File: src/rtl/obi_pkg.sv
// obi_pkg: OBI request/response structs
package obi_pkg;
  typedef struct packed {
    logic        req;
    logic        we;
    logic [3:0]  be;
    logic [31:0] addr;
    logic [31:0] wdata;
  } obi_req_t;

  typedef struct packed {
    logic        gnt;
    logic        rvalid;
    logic [31:0] rdata;
  } obi_resp_t;
endpackage

File: src/rtl/reg_pkg.sv
// reg_pkg: register-interface request/response structs
package reg_pkg;
  typedef struct packed {
    logic        valid;
    logic        write;
    logic [31:0] addr;
    logic [31:0] wdata;
    logic [3:0]  wstrb;
  } reg_req_t;

  typedef struct packed {
    logic        ready;
    logic [31:0] rdata;
    logic        error;
  } reg_rsp_t;
endpackage

File: src/rtl/reg_to_obi_bridge_pkg.sv
// reg_to_obi_bridge_pkg: bridge FSM states and default timeout
package reg_to_obi_bridge_pkg;
  localparam int unsigned DEFAULT_TIMEOUT_CYCLES = 1024;

  typedef enum logic [2:0] {
    IDLE,
    ADDR,
    RESP,
    DONE,
    DRAIN
  } state_e;
endpackage

File: src/rtl/reg_to_obi_bridge.sv
// reg_to_obi_bridge: reg-bus responder issuing single OBI transactions, one outstanding,
// with an optional rvalid timeout that reports error and drains the late response.
module reg_to_obi_bridge
  import reg_to_obi_bridge_pkg::*;
#(
  parameter int unsigned TIMEOUT_CYCLES = DEFAULT_TIMEOUT_CYCLES,
  parameter int unsigned CNT_W = (TIMEOUT_CYCLES > 0) ? $clog2(TIMEOUT_CYCLES + 1) : 1
) (
  input  logic               clk_i,
  input  logic               rst_ni,
  input  reg_pkg::reg_req_t  reg_req_i,
  output reg_pkg::reg_rsp_t  reg_rsp_o,
  output obi_pkg::obi_req_t  obi_req_o,
  input  obi_pkg::obi_resp_t obi_resp_i,
  output logic               timeout_o
);
  state_e            state_q, state_d;
  obi_pkg::obi_req_t obi_q, obi_d;
  logic              ready_q, ready_d;
  logic              error_q, error_d;
  logic              timeout_q, timeout_d;
  logic              drain_q, drain_d;
  logic [31:0]       rdata_q, rdata_d;
  logic [CNT_W-1:0]  cnt_q, cnt_d;
  logic              expired;

  assign expired = (TIMEOUT_CYCLES != 0) && (cnt_q == CNT_W'(TIMEOUT_CYCLES - 1));

  always_comb begin
    state_d   = state_q;
    obi_d     = obi_q;
    ready_d   = 1'b0;
    timeout_d = 1'b0;
    error_d   = error_q;
    rdata_d   = rdata_q;
    drain_d   = drain_q;
    cnt_d     = cnt_q;
    case (state_q)
      IDLE: if (reg_req_i.valid) begin
        obi_d.we    = reg_req_i.write;
        obi_d.addr  = reg_req_i.addr;
        obi_d.wdata = reg_req_i.wdata;
        obi_d.be    = reg_req_i.write ? reg_req_i.wstrb : 4'hF;
        // a write with no byte enables completes locally without touching the bus
        if (reg_req_i.write && reg_req_i.wstrb == 4'h0) begin
          ready_d = 1'b1;
          error_d = 1'b0;
          rdata_d = '0;
          state_d = DONE;
        end else begin
          obi_d.req = 1'b1;
          state_d   = ADDR;
        end
      end
      ADDR: if (obi_resp_i.gnt) begin
        obi_d.req = 1'b0;
        cnt_d     = '0;
        state_d   = RESP;
      end
      RESP: begin
        cnt_d = (&cnt_q) ? cnt_q : cnt_q + CNT_W'(1);
        if (obi_resp_i.rvalid) begin
          rdata_d = obi_q.we ? '0 : obi_resp_i.rdata;
          error_d = 1'b0;
          ready_d = 1'b1;
          state_d = DONE;
        end else if (expired) begin
          rdata_d   = '0;
          error_d   = 1'b1;
          ready_d   = 1'b1;
          timeout_d = 1'b1;
          drain_d   = 1'b1;
          state_d   = DONE;
        end
      end
      // a late rvalid landing right in DONE already settles the drain
      DONE: if (drain_q && obi_resp_i.rvalid) begin
        drain_d = 1'b0;
        state_d = IDLE;
      end else begin
        state_d = drain_q ? DRAIN : IDLE;
      end
      DRAIN: if (obi_resp_i.rvalid) begin
        drain_d = 1'b0;
        state_d = IDLE;
      end
      default: state_d = IDLE;
    endcase
  end

  always_ff @(posedge clk_i or negedge rst_ni) begin
    if (!rst_ni) begin
      state_q   <= IDLE;
      obi_q     <= '0;
      ready_q   <= 1'b0;
      error_q   <= 1'b0;
      timeout_q <= 1'b0;
      drain_q   <= 1'b0;
      rdata_q   <= '0;
      cnt_q     <= '0;
    end else begin
      state_q   <= state_d;
      obi_q     <= obi_d;
      ready_q   <= ready_d;
      error_q   <= error_d;
      timeout_q <= timeout_d;
      drain_q   <= drain_d;
      rdata_q   <= rdata_d;
      cnt_q     <= cnt_d;
    end
  end

  assign obi_req_o       = obi_q;
  assign reg_rsp_o.ready = ready_q;
  assign reg_rsp_o.rdata = rdata_q;
  assign reg_rsp_o.error = error_q;
  assign timeout_o       = timeout_q;

  a_gnt_rvalid: assert property (@(posedge clk_i) disable iff (!rst_ni)
    !(state_q == ADDR && obi_resp_i.gnt && obi_resp_i.rvalid))
    else $error("gnt and rvalid together in ADDR");

  a_stray_rvalid: assert property (@(posedge clk_i) disable iff (!rst_ni)
    !(obi_resp_i.rvalid && (state_q == IDLE || (state_q == DONE && !drain_q))))
    else $warning("unexpected rvalid discarded");
endmodule

File: config.mk
export PLATFORM = sky130hd
export DESIGN_NAME = reg_to_obi_bridge
export DESIGN_NICKNAME = d
export VERILOG_FILES = /design/src/rtl/obi_pkg.sv /design/src/rtl/reg_pkg.sv /design/src/rtl/reg_to_obi_bridge_pkg.sv /design/src/rtl/reg_to_obi_bridge.sv
export SDC_FILE = /design/constraint.sdc
export NUM_CORES = 1
export LEC_CHECK = 0
export BUFFER_PORTS_ARGS = -buffer_cell sky130_fd_sc_hd__buf_4
export CELL_PAD_IN_SITES_DETAIL_PLACEMENT = 0
export CELL_PAD_IN_SITES_GLOBAL_PLACEMENT = 1
export CORE_ASPECT_RATIO = 1.75
export CORE_MARGIN = 3
export CORE_UTILIZATION = 41
export CTS_BUF_LIST = sky130_fd_sc_hd__clkbuf_4
export DETAILED_ROUTE_END_ITERATION = 8
export MAX_ROUTING_LAYER = met4
export PLACE_DENSITY = 0.95
export SYNTH_ARGS = -nofsm -noshare
export SYNTH_HDL_FRONTEND = slang
export SYNTH_SLANG_ARGS = --single-unit
File: constraint.sdc
create_clock -name clk_i -period 2.6 [get_ports clk_i]
set_input_delay 0.39 -clock clk_i [delete_from_list [all_inputs] [get_ports clk_i]]
set_output_delay 0.39 -clock clk_i [all_outputs]
set_load 0.03 [all_outputs]
==> summary.md <==
| Metric | Value |
|---|---|
| P_sw | 3967 uW |
| Share of power burned in registers | 34.4% |
| Initial core utilization | 42.60% |
| Min-delay src | obi_resp_i[32] |
| Placed Cells | 670 |
| Iter 0 DRT Violations | 198 |
| Main synth FF type | dfrtp_1 |
| Required @ worst endpoint | 3000 ps |
| Mapped Nets | 449 |
| Crit path DAT | 2510 ps |
| Final Max Tran Viols | 0 |
| Core Box Area | 11360 um2 |
| Die area | 13190 um2 |
| Clock power share | 16.4% |
| IO buf count | 210 |
| Worst-path clk slew | 110 ps |
| Hold Vio Cnt, Final | 0 |
| Final TNS setup | 0 ps |
| DRC | 0 |
| Status | completed |
| CP startpoint kind | flop |
| Slew of the pin with the lowest slew margin | 607.6 ps |
| Grt ovf | 0 |
| CTS Buffer Depth | 2 |
| First-pass detailed-route iteration total | 4 |
| Placer Congestion | 0.7981 |
| Total GRT Usage | 21.11% |
| TritonCTS Buffers | 17 |
| Tcrit/Tclk final | 81.24% |
| Leakage | 0.003342 uW |
| Critical Path Fanout Max | 33 |
| DP HPWL | 9884 um |
| Fraction of layout cells with a size suffix above 1 | 56.57% |
| Fin area | 6858 um2 |
| Largest net degree at the start of global routing | 64 |
| Die X | 88.12 um |
| RR Startpoint | state_q[0] |
| Routed len/inst | 18.75 um |
| Critical path class | reg -> reg |
| Fin Clk Skew | 22.62 ps |
| Area grow syn2layout | 41.74% |
| Core Util, Final | 60.38% |
| Tightest Hold Check Type | in -> reg |
| Latest clock arrival within the worst-skew pair | 520 ps |
| RSZ-0062 raised after global routing | false |
| Critical Path Start | state_q[0] |
| Vias in the first global route | 4136 |
| Achievable Freq | 473.4 MHz |
| Synth cell types | 43 |
| Post-synth EDFFs | 0 |
| Detailed Route WL | 13200 um |
| FP Rows | 51 |
| Clock root cell | clkbuf_4 |
| H-tree depth | 4 |
| Max Cap Viol | 0 |
| Clock sinks | 120 |
| Synth Warn # | 0 |
| Synthesized area | 4838 um2 |
| CP Capture Type | flop |
| Syn Area/Cell | 14.15 um2 |
| Combinational power share | 49.2% |
| Net Sw Frac | 42.20% |
| Setup Viol. Count Final | 0 |
| Most common cell after layout, fill and taps aside | buf_4 |
| Async SR Flop Fraction | 100.0% |
| ANT nets after route | 0 |
| Most frequent cells in the layout | buf_4 (215), dfrtp_1 (120), mux2_2 (65) |
| Vias after detailed routing | 3724 |
| Yosys reg bits | 120 |
| Chip height | 149.7 um |
| First-pass GRT wire length | 20550 um |
| CTS tree | done |
| Vias per cell | 5.290 |
| Seq/Total Area, Yosys | 62.06% |
| Worst rel slew slack | 59.50% |
| Worst VDD drop | 0.0007977 V |
| Placed cell areas | 6507 um2 |
| Finished Layout Cells | 704 |
| Setup bufs post-CTS | 0 |
| Io pins | 211 |
| Syn Inst Count | 342 |
| PwrDens | 1371 nW/um2 |
| Initial antenna violation count | 1 |
| Nets | 665 |
| Final min period | 2112 ps |
| Int Pwr | 5433 uW |
[worst max-delay path, stage by stage (launching register included)]
cell and delay, ps:
dfrtp_1 570, nor4b_2 550, and3_1 300, a21oi_2 50, buf_4 240, a22o_1 280
[per-stage QoR]
stage / setup WS [ps] / total power (uW) / hold slack (ps)
6_report: 487.7 / 9400 / 62.65
5_1_grt: 378.8 / 9844 / 15.22
4_1_cts: 494.2 / 9497 / 6.759
3_5_place_dp: 518.6 / 7929 / 441.2
3_3_place_gp: 638.5 / 7774 / 430.0
2_1_floorplan: 844.8 / 6114 / 94.41
[routing by layer]
layer  vias to the layer above  global-route usage, %  share of wire (%)
met2                       149                  36.59                 57
met1                      1856                  21.58                 34
met4                         0                  10.06                3.7
li1                       1691                      -                  -
met5                         -                      -                  0
met3                        28                  5.840                4.9
[Yosys cell counts (2+ instances only)]
library cell | count | area [um2]
dfrtp_1 | 120 | 3003
mux2_2 | 65 | 732.0
a22o_1 | 32 | 280.3
nand2_1 | 12 | 45.04
nor2_1 | 12 | 45.04
inv_1 | 9 | 33.78
buf_2 | 8 | 40.04
buf_4 | 8 | 60.06
nand3_1 | 7 | 35.03
a211o_1 | 5 | 43.79
buf_6 | 5 | 56.30
o21ai_0 | 5 | 25.02
o31ai_1 | 5 | 37.54
a31oi_1 | 4 | 25.02
nor4_1 | 4 | 25.02
a21oi_1 | 3 | 15.01
and3_1 | 3 | 18.77
nand4_1 | 3 | 18.77
nor3_1 | 3 | 15.01
nor3b_1 | 3 | 22.52
a311oi_1 | 2 | 17.52
nand2b_1 | 2 | 12.51
nor2b_1 | 2 | 12.51
[power groups by stage]
stage / Clock [uW] / Combinational (uW) / Sequential [uW]
floorplan: 0 / 1410 / 4700
global placement: 0 / 4560 / 3210
detailed placement: 0 / 4670 / 3260
CTS: 1590 / 4670 / 3240
global route: 1660 / 4840 / 3340
finish: 1540 / 4620 / 3230
[sequential cells by signal (all words and copies together), names as in the netlist]
name and cells:
cnt_q 11, drain_q 1, obi_req_o 70, ready_q 1
error_q 1, state_q 3, timeout_o 1, rdata_q 32
[cells by family (layout without fill, tap and decap cells)]
logic type | count (synthesis) | in the layout | synth area share [%]
AND/OR/NAND/NOR | 58 | 58 | 6.724
multiplexers | 65 | 65 | 15.13
buffers and inverters | 30 | 259 | 3.931
AO/OA/AOI/OAI | 68 | 68 | 11.90
adder cells (fa/ha/maj) | 1 | 1 | 0.2586
flip-flops | 120 | 120 | 62.06
other | 0 | 1 | 0
[worst paths after layout]
path	end	slack, ps	depth (start not counted)
min in group asynchronous	rdata_q[25]	410	2
hold reg to reg	obi_req_o[69]	520	2
max in group asynchronous	obi_req_o[31]	1430	3
setup / recovery	rdata_q[2]	490	5
hold / removal	timeout_o	60	2
setup reg to reg	rdata_q[2]	490	5
[final cells by class]
| cell class | count | area, um2 |
|---|---|---|
| Multi-Input combinational cell | 192 | 1652 |
| Timing Repair Buffer | 218 | 1664 |
| Inverter | 9 | 33.78 |
| Tap cell | 132 | 165.2 |
| Clock buffer | 19 | 142.6 |
| Sequential cell | 120 | 3003 |
| Fill cell | 928 | 4501 |
| Antenna cell | 1 | 2.502 |
| Clock inverter | 13 | 195.2 |
[timing repair]
| item | in CTS | in global routing |
|---|---|---|
| hold buffers | 1 | 0 |
| endpoints found under the hold margin | 45 | 0 |
| gates resized for setup | 0 | 0 |
Power figures use the tool's default switching activity.
